$ cat src/rtl/uart_tx_arbiter_pkg.sv
// Shared definitions for the two-requester UART transmit arbiter.
//   arb_state_t   : arbiter FSM state encoding (IDLE, LOAD, SEND, HOLD)
//   GRANT_*       : one-hot owner constants driven on the grant output
//   STOP_BIT_IDX  : index of the stop bit inside a 10-bit 8N1 frame
//   grant_of()    : maps a requester index to its one-hot grant value
package uart_tx_arbiter_pkg;

  typedef enum logic [1:0] {
    ST_IDLE = 2'd0,
    ST_LOAD = 2'd1,
    ST_SEND = 2'd2,
    ST_HOLD = 2'd3
  } arb_state_t;

  localparam logic [1:0] GRANT_NONE = 2'b00;
  localparam logic [1:0] GRANT_0    = 2'b01;
  localparam logic [1:0] GRANT_1    = 2'b10;

  // Frame bit slots: 0 = start, 1..8 = data LSB first, 9 = stop.
  localparam logic [3:0] LAST_DATA_IDX = 4'd8;
  localparam logic [3:0] STOP_BIT_IDX  = 4'd9;

  function automatic logic [1:0] grant_of(input logic owner);
    return owner ? GRANT_1 : GRANT_0;
  endfunction

endpackage

$ cat src/rtl/uart_tx_arbiter_tx.sv
// uart_tx: 8N1 serializer, LSB first, line idles high.
//   clk_in  : clock, all state on the rising edge
//   reset   : synchronous active-high reset, returns the line to idle
//   start   : one-cycle request; data is captured on the same edge and the
//             start bit appears on tx_out the following cycle
//   data    : byte to send, sampled only when start is high
//   tx_out  : registered serial line
//   done    : high during the final cycle of the stop bit
module uart_tx
  import uart_tx_arbiter_pkg::*;
#(
  parameter int                               UART_TICKS_PER_BIT_SIZE = 7,
  parameter logic [UART_TICKS_PER_BIT_SIZE-1:0] UART_TICKS_PER_BIT    = 7'd65
) (
  input  logic       clk_in,
  input  logic       reset,
  input  logic       start,
  input  logic [7:0] data,
  output logic       tx_out,
  output logic       done
);

  localparam logic [UART_TICKS_PER_BIT_SIZE-1:0] TICK_LAST = UART_TICKS_PER_BIT - 1'b1;

  logic                               busy_reg;
  logic [3:0]                         bit_idx_reg;
  logic [UART_TICKS_PER_BIT_SIZE-1:0] tick_reg;
  logic [7:0]                         shift_reg;
  logic                               tx_reg;

  always_ff @(posedge clk_in) begin
    if (reset) begin
      busy_reg    <= 1'b0;
      bit_idx_reg <= '0;
      tick_reg    <= '0;
      shift_reg   <= '0;
      tx_reg      <= 1'b1;
    end else if (start) begin
      // Start bit goes out on the very next cycle so the arbiter handshake
      // and the falling edge of the frame are only one cycle apart.
      busy_reg    <= 1'b1;
      bit_idx_reg <= '0;
      tick_reg    <= '0;
      shift_reg   <= data;
      tx_reg      <= 1'b0;
    end else if (busy_reg) begin
      if (tick_reg == TICK_LAST) begin
        tick_reg <= '0;
        if (bit_idx_reg == STOP_BIT_IDX) begin
          busy_reg <= 1'b0;
          tx_reg   <= 1'b1;
        end else begin
          bit_idx_reg <= bit_idx_reg + 4'd1;
          if (bit_idx_reg == LAST_DATA_IDX) begin
            tx_reg <= 1'b1;
          end else begin
            tx_reg    <= shift_reg[0];
            shift_reg <= {1'b0, shift_reg[7:1]};
          end
        end
      end else begin
        tick_reg <= tick_reg + 1'b1;
      end
    end
  end

  assign tx_out = tx_reg;
  assign done   = busy_reg && (bit_idx_reg == STOP_BIT_IDX) && (tick_reg == TICK_LAST);

endmodule

$ cat src/rtl/uart_tx_arbiter.sv
// uart_tx_arbiter: shares one UART transmitter between two byte requesters.
// An owner keeps the line for a whole message (until a byte flagged last
// has been sent) unless it stays silent for LOCK_TIMEOUT_TICKS cycles.
// Simultaneous requests from IDLE are resolved round-robin.
//   clk_in, reset            : clock and synchronous active-high reset
//   reqN_valid/data/last     : requester N byte stream (N = 0, 1)
//   reqN_ready               : one-cycle accept strobe, owner only
//   tx_out                   : 8N1 serial line
//   grant                    : one-hot current owner, 2'b00 when none
//   busy                     : arbiter FSM is not in IDLE
//   bytes_sent               : completed bytes, wraps
//   timeouts                 : lock-timeout releases, saturates
module uart_tx_arbiter
  import uart_tx_arbiter_pkg::*;
#(
  parameter int                               UART_TICKS_PER_BIT_SIZE = 7,
  parameter logic [UART_TICKS_PER_BIT_SIZE-1:0] UART_TICKS_PER_BIT    = 7'd65,
  parameter logic [15:0]                      LOCK_TIMEOUT_TICKS      = 16'd2000
) (
  input  logic       clk_in,
  input  logic       reset,
  input  logic       req0_valid,
  input  logic       req1_valid,
  input  logic [7:0] req0_data,
  input  logic [7:0] req1_data,
  input  logic       req0_last,
  input  logic       req1_last,
  output logic       req0_ready,
  output logic       req1_ready,
  output logic       tx_out,
  output logic [1:0] grant,
  output logic       busy,
  output logic [7:0] bytes_sent,
  output logic [7:0] timeouts
);

  localparam logic [15:0] HOLD_LAST = LOCK_TIMEOUT_TICKS - 16'd1;

  arb_state_t  state_reg;
  logic        owner_reg;
  logic        rr_ptr_reg;
  logic [1:0]  grant_reg;
  logic [1:0]  ready_reg;
  logic [15:0] hold_cnt_reg;
  logic [7:0]  bytes_reg;
  logic [7:0]  timeouts_reg;
  logic        last_reg;

  logic        owner_valid;
  logic [7:0]  owner_data;
  logic        owner_last;
  logic        idle_pick;
  logic        tx_start;
  logic        tx_done;

  // Only the owner's signals are ever looked at; the other side may do
  // anything while it waits.
  assign owner_valid = owner_reg ? req1_valid : req0_valid;
  assign owner_data  = owner_reg ? req1_data  : req0_data;
  assign owner_last  = owner_reg ? req1_last  : req0_last;

  // Lone requester wins outright; a tie goes to the round-robin pointer.
  assign idle_pick = (req0_valid && req1_valid) ? rr_ptr_reg : req1_valid;

  // The start strobe is the handshake itself, so the serializer captures
  // the byte on the same edge the requester sees it accepted.
  assign tx_start = (state_reg == ST_LOAD) && owner_valid;

  uart_tx #(
    .UART_TICKS_PER_BIT_SIZE(UART_TICKS_PER_BIT_SIZE),
    .UART_TICKS_PER_BIT     (UART_TICKS_PER_BIT)
  ) u_uart_tx (
    .clk_in (clk_in),
    .reset  (reset),
    .start  (tx_start),
    .data   (owner_data),
    .tx_out (tx_out),
    .done   (tx_done)
  );

  always_ff @(posedge clk_in) begin
    if (reset) begin
      state_reg    <= ST_IDLE;
      owner_reg    <= 1'b0;
      rr_ptr_reg   <= 1'b0;
      grant_reg    <= GRANT_NONE;
      ready_reg    <= GRANT_NONE;
      hold_cnt_reg <= '0;
      bytes_reg    <= '0;
      timeouts_reg <= '0;
      last_reg     <= 1'b0;
    end else begin
      // ready is a single-cycle strobe raised only on entry to LOAD.
      ready_reg <= GRANT_NONE;
      case (state_reg)
        ST_IDLE: begin
          if (req0_valid || req1_valid) begin
            owner_reg <= idle_pick;
            grant_reg <= grant_of(idle_pick);
            ready_reg <= grant_of(idle_pick);
            state_reg <= ST_LOAD;
          end
        end
        ST_LOAD: begin
          if (owner_valid) begin
            last_reg  <= owner_last;
            state_reg <= ST_SEND;
          end else begin
            hold_cnt_reg <= '0;
            state_reg    <= ST_HOLD;
          end
        end
        ST_SEND: begin
          if (tx_done) begin
            bytes_reg <= bytes_reg + 8'd1;
            if (last_reg) begin
              grant_reg  <= GRANT_NONE;
              rr_ptr_reg <= ~owner_reg;
              state_reg  <= ST_IDLE;
            end else begin
              hold_cnt_reg <= '0;
              state_reg    <= ST_HOLD;
            end
          end
        end
        ST_HOLD: begin
          if (owner_valid) begin
            hold_cnt_reg <= '0;
            ready_reg    <= grant_of(owner_reg);
            state_reg    <= ST_LOAD;
          end else if (hold_cnt_reg == HOLD_LAST) begin
            // Silent owner loses the line; the other side gets the next tie.
            hold_cnt_reg <= '0;
            grant_reg    <= GRANT_NONE;
            rr_ptr_reg   <= ~owner_reg;
            if (timeouts_reg != 8'hFF) begin
              timeouts_reg <= timeouts_reg + 8'd1;
            end
            state_reg    <= ST_IDLE;
          end else begin
            hold_cnt_reg <= hold_cnt_reg + 16'd1;
          end
        end
        default: state_reg <= ST_IDLE;
      endcase
    end
  end

  assign req0_ready = ready_reg[0];
  assign req1_ready = ready_reg[1];
  assign grant      = grant_reg;
  assign busy       = (state_reg != ST_IDLE);
  assign bytes_sent = bytes_reg;
  assign timeouts   = timeouts_reg;

endmodule
$ cat config.mk
export PLATFORM = sky130hd
export DESIGN_NAME = uart_tx_arbiter
export DESIGN_NICKNAME = d
export VERILOG_FILES = /design/src/rtl/uart_tx_arbiter_pkg.sv /design/src/rtl/uart_tx_arbiter_tx.sv /design/src/rtl/uart_tx_arbiter.sv
export SDC_FILE = /design/constraint.sdc
export NUM_CORES = 1
export LEC_CHECK = 0
export ABC_AREA = 0
export BUFFER_PORTS_ARGS = -buffer_cell sky130_fd_sc_hd__buf_2
export CAP_MARGIN = 0
export CORE_MARGIN = 2
export CORE_UTILIZATION = 61
export CTS_BUF_LIST = sky130_fd_sc_hd__clkbuf_8 sky130_fd_sc_hd__clkbuf_16
export CTS_CLUSTER_SIZE = 24
export DETAILED_ROUTE_END_ITERATION = 10
export PLACE_DENSITY = 0.84
export REMOVE_ABC_BUFFERS = 1
export SLEW_MARGIN = 20
export SYNTH_ARGS = -nofsm -noshare
export SYNTH_HDL_FRONTEND = slang
export SYNTH_SLANG_ARGS = --single-unit
$ cat constraint.sdc
create_clock -name clk_in -period 5.2 [get_ports clk_in]
set_input_delay 1.3 -clock clk_in [delete_from_list [all_inputs] [get_ports clk_in]]
set_output_delay 1.3 -clock clk_in [all_outputs]
set_load 0.02 [all_outputs]
# ---- Word level (Yosys, flattened, before mapping)
# Index checks and enable logic that the tools add are counted.
dict set report op_classes {
  add_sub_neg 5
  n_eq_ne 18
  mux 47
  n_bitwise 3
  reduce_logical 24
}
# operator n
set ops {}
lappend ops {{16-bit 2-to-1 mux} 5}
lappend ops {{8-bit 2-to-1 mux} 6}
lappend ops {{16-bit case mux with 3 select lines} 1}
lappend ops {{2-bit 2-to-1 mux} 13}
lappend ops {{2-bit inequality test, second input constant} 9}
lappend ops {{1-bit 2-to-1 mux} 17}
lappend ops {{16-bit by 1-bit adder with 16-bit output, second input constant} 1}
lappend ops {{8-bit by 1-bit adder with 8-bit output, second input constant} 2}
lappend ops {{16-bit by 11-bit == test with 1-bit output, second input constant} 1}
lappend ops {{4-bit AND reduction} 3}
lappend ops {{4-bit == test, second input constant} 2}
lappend ops {{8-bit inequality test, second input constant} 1}
lappend ops {{2-bit case mux with 4 select lines} 1}
lappend ops {{2-bit AND reduction} 4}
lappend ops {{2-bit nonzero test} 4}
lappend ops {{7-bit by 1-bit adder with 7-bit output, second input constant} 1}
lappend ops {{7-bit == test, second input constant} 1}
lappend ops {{7-bit 2-to-1 mux} 1}
lappend ops {{2-bit case mux with 3 select lines} 1}
lappend ops {{3-bit AND reduction} 2}
lappend ops {{6-bit AND reduction} 1}
lappend ops {{3-bit nonzero test} 2}
lappend ops {{5-bit AND reduction} 1}
lappend ops {{4-bit by 1-bit adder with 4-bit output, second input constant} 1}
lappend ops {{other kinds (10)} 16}
dict set report totals {
  regBits 62
  in_bits 22
}

# ---- Longest topological paths before layout
dict set report depth {
  depth_word 6
  mapped_depth 8
  depth_no_buf 7
}

# ---- Cells and area by module
# Synthesis repeated with hierarchy kept, for this count alone.
dict set report unflattened {
  hier_cells 411
  area_unflattened_um2 3422.0
}
# module instances cells_each area_per_inst_um2 seq_area_each_um2
set modules_own_cells {}
lappend modules_own_cells {uart_tx_arbiter 1 276 2259.7 820.8}
lappend modules_own_cells {uart_tx 1 135 1162.4 420.4}

# ---- Least setup slack after synthesis
# No wires, ideal clock.
dict set report synth_timing {
  kind {input to register}
  from {in req1_valid}
  to {reg hold_cnt_reg[8]}
  arrival_time_ps 2860
  setup_slack_ps 2265
  stages 5
  cell_sequence {mux2_2 a221oi_1 nand3_2 or4b_1 a31oi_1}
}
dict set report synth_between {
  elab_chain_len 3
  word_cells_on_any_way 5
}
# element line_no
set synth_rtl {}
lappend synth_rtl {{start, declared} uart_tx_arbiter.sv:23} ;# input logic req1_valid,
lappend synth_rtl {{1-bit 2-to-1 mux (*)} uart_tx_arbiter.sv:58} ;# assign owner_valid = owner_reg ? req1_valid : req0_valid;
lappend synth_rtl {{16-bit 2-to-1 mux / 2-bit inequality test (equally long branches)} n/a}
lappend synth_rtl {{16-bit case mux with 3 select lines / 4-bit AND reduction (equally long branches)} n/a}
lappend synth_rtl {{end signal, assigned} uart_tx_arbiter.sv:141} ;# hold_cnt_reg <= hold_cnt_reg + 16'd1;
lappend synth_rtl {{end, declared} uart_tx_arbiter.sv:44} ;# logic [15:0] hold_cnt_reg;
# Mark *: on every way between the ends. The rest lies on a longest branch, timed or not.
# A chain may end at the register's enable or synchronous reset.

# ---- Final worst setup path
dict set report layout_timing {
  from {in req1_valid}
  to {reg hold_cnt_reg[2]}
}
# Same word-level chain as after synthesis.

==> results.yml <==
placement:
  gp_congestion: 0.797
  buffers_on_ports: 43
  detailedPlacementHpwl_um: 4200
  dpl-instance-area_um2: 3340
  placement.setup.worst_slack_ps: 1650
global_routing:
  grt_start_max_net_pins: 45
  first_global_vias: 2549
  grt.overflow.total: 0
  antenna_found_initial: 0
  global_route.usage.total: 0.240
  grt_first_pass_wirelength_um: 10500
timing:
  layout_worst_path_cycle_share: 0.622
  finalWorstPathRequiredPeriod_ps: 3230
  worst_clock_skew_ps: 7.27
  timing.final.hold_violations: 0
  fin_ws_ps: 1970
  finalMaxSlewViolations: 0
  setup_viol_count_final: 0
  max_clock_freq_mhz: 309
  total_negative_slack_ps: 0
  worst_slew_margin_rel: 0.296
  tightestPinTransition_ps: 1050
  rsz_0062_raised_after_global_routing: "false"
min_path:
  min_delay_path_depth: 2
  hold_path_class: "reg2reg"
route:
  num_vias: 2673
  wire_per_inst_um: 13.1
  drt_first_pass_iters: 4
  drc_errors: 0
  dr.first_iter.drc_count: 92
  antenna_violating_nets_post_route: 0
  post_drt_via_cell_ratio: 5.63
  detail_route.wirelength_um: 6250
synthesis:
  ys.warnings.count: 0
  flops_latches_synth: 62
  postSynthAreaPerCell_um2: 8.50
  synth_top_area_cell: "sky130_fd_sc_hd__dfxtp_1"
  post_synth_instance_area_um2: 3110
  synth_enable_flop_cells: 0
  synthTopCellsByArea: "sky130_fd_sc_hd__dfxtp_1 40%, sky130_fd_sc_hd__xor2_1 5.9%, sky130_fd_sc_hd__nor2_1 5.8%"
  synth-main-ff-cell: "sky130_fd_sc_hd__dfxtp_1"
  number_of_unique_standard_cell_types_used_by_synthesis: 46
  synth_cells: 366
  async_set_or_reset_register_ratio_after_synthesis: 0
  post_synth_top_area_share: 0.399
  ys_seq_area_frac: 0.399
setup_path:
  critical_path.startpoint_type: "primary input"
  r2r_cells: 5
  critPathMaxStageDelay_ps: 890
  timing.critical_path.fanout_max: 14
  critical_path.endpoint_type: "register"
  cp_cell_instances: "buf_2, mux2_2, a221oi_1, buf_4, nand2_1, o21bai_1, nor2_1"
  critical_path_required_ps: 5390
  worst-path-buf-inv: 2
  worst_path_dominant_cell_family: "compound AO/OA/AOI/OAI gates"
  cp.arrival_ps: 3420
  crit_cells: 7
  setup.worst_path.class: "in2reg"
  worst_path_max_delay_cell: "sky130_fd_sc_hd__o21bai_1"
pwr:
  total_leakage_power_nw: 1.33
  p_per_area_nw_per_um2: 365
  vdd_drop_max_mv: 0.239
  fin_total_pwr_mw: 1.28
clocking:
  clkSlewWorstSetupHoldPaths_ps: 70
  tritoncts_clock_tree: "built"
  clock_insertion_delay_worst_skew_ps: 340
  clk_path_buf_depth: 2
  cts.repair.resized: 0
  htree_levels: 3
  postCtsHoldBufs: 0
  tritoncts_buffer_count: 9
  numClockSinks: 62
  cts_setup_buffers: 0
  clk_root_buffer_cell: "sky130_fd_sc_hd__clkbuf_8"
outcome:
  run_status: "finished, final reports clean"
final_layout:
  largest_register_ffs: 16
  areaGrowthSynthToFinish_pct: 12.9
  share_of_layout_cells_above_drive_strength_1: 0.159
  num-nets-final: 438
  fillers: 378
  final-seq-area_um2: 1240
  insertedDiodeCount: 0
  multiInputGateArea_um2: 1740
  finalInstanceArea_um2: 3510
die:
  core-area_um2: 4820
  io_pins: 44
  initial_core_util: 0.646
  die_outline_width_um: 75.4
  floorplan.die_area_um2: 5690
  die_height_um: 75.4
  num_rows: 25
flow_run:
  maxCapViolations: 0
-- cells in the final DEF, fill, tap and decap left out, drive strengths merged, types with 2 or more instances in the layout --
cell type  count
o21ai          2
mux2i         12
nor2          48
xnor2         13
a211oi         4
or4            5
a21oi         21
o211ai         8
ha            13
or4b           2
inv           16
clkbuf        10
mux2           2
or3            3
and3           4
clkinv         5
and2           2
nor3           8
nand3         16
dfxtp         62
nand4b         3
nor4           6
o31ai          4
nand4         16
nand3b         2
nand2         39
buf           44
a22oi          2
xor2          21
-- cells by family after synthesis --
family / count (synthesis) / synth area share
flops: 62 / 0.399
simple gates: 159 / 0.254
mux: 14 / 0.0459
compound gates: 51 / 0.111
fa+ha+maj: 13 / 0.0523
buf+inv: 33 / 0.0414
xor+xnor: 34 / 0.0957
-- cell usage after synthesis (2+ instances only) --
master,count
sky130_fd_sc_hd__o21ai_0,2
sky130_fd_sc_hd__nand4_1,16
sky130_fd_sc_hd__nor2_1,48
sky130_fd_sc_hd__clkbuf_1,14
sky130_fd_sc_hd__dfxtp_1,62
sky130_fd_sc_hd__nand3b_1,2
sky130_fd_sc_hd__or3_1,3
sky130_fd_sc_hd__nand2_1,39
sky130_fd_sc_hd__and3_1,4
sky130_fd_sc_hd__or4_1,4
sky130_fd_sc_hd__a21oi_1,21
sky130_fd_sc_hd__ha_1,13
sky130_fd_sc_hd__mux2_2,2
sky130_fd_sc_hd__buf_2,4
sky130_fd_sc_hd__or4b_1,2
sky130_fd_sc_hd__a211oi_1,4
sky130_fd_sc_hd__mux2i_1,12
sky130_fd_sc_hd__nor4_1,6
sky130_fd_sc_hd__inv_1,15
sky130_fd_sc_hd__xnor2_1,13
sky130_fd_sc_hd__nand3_1,15
sky130_fd_sc_hd__o211ai_1,8
sky130_fd_sc_hd__a22oi_1,2
sky130_fd_sc_hd__and2_1,2
sky130_fd_sc_hd__nor3_1,8
sky130_fd_sc_hd__o31ai_1,3
sky130_fd_sc_hd__xor2_1,21
sky130_fd_sc_hd__nand4b_1,3
-- report_power, final --
part | internal, mW | switching [mW]
Clock | 0.180 | 0.182
Combinational | 0.131 | 0.234
Sequential | 0.516 | 0.0414
Total | 0.826 | 0.457
-- through the flow --
stage                     hold slack, ps  utilization  std cells
final                                451        0.729        475
after global routing                 478        0.729        475
after CTS                            457        0.729        475
after detailed placement             448        0.694        459
after global placement               438        0.694        459
after floorplan                      426            -        348
-- final timing paths --
kind                                                to                    from  slack (ps)
worst min register to register  u_uart_tx.shift_reg[2]  u_uart_tx.shift_reg[2]         450
worst max-delay path                   hold_cnt_reg[2]              req1_valid        1970
worst min-delay path            u_uart_tx.shift_reg[2]  u_uart_tx.shift_reg[2]         450
worst max register to register         hold_cnt_reg[2]   u_uart_tx.tick_reg[2]        2090
-- routing by layer --
layer  up-vias  part of all wire  track usage
met5         -                 0            0
met4         0             0.024        0.138
met3        16             0.040       0.0463
met2        64              0.49        0.414
met1      1227              0.45        0.276
li1       1366                 -            -
-- final cells by class --
cell class                      count  share of cell area
Multi-Input combinational cell    271               0.496
Clock inverter                      6             0.00820
Sequential cell                    62               0.354
Tap cell                           67              0.0239
Clock buffer                       10              0.0392
Inverter                           15              0.0160
Timing Repair Buffer               44              0.0634
-- worst min-delay path, stage by stage (launching register included) --
cell and delay (ps):
sky130_fd_sc_hd__dfxtp_1 310, sky130_fd_sc_hd__nand2_1 50, sky130_fd_sc_hd__a21oi_1 50
(Power assumes the default switching activity.)
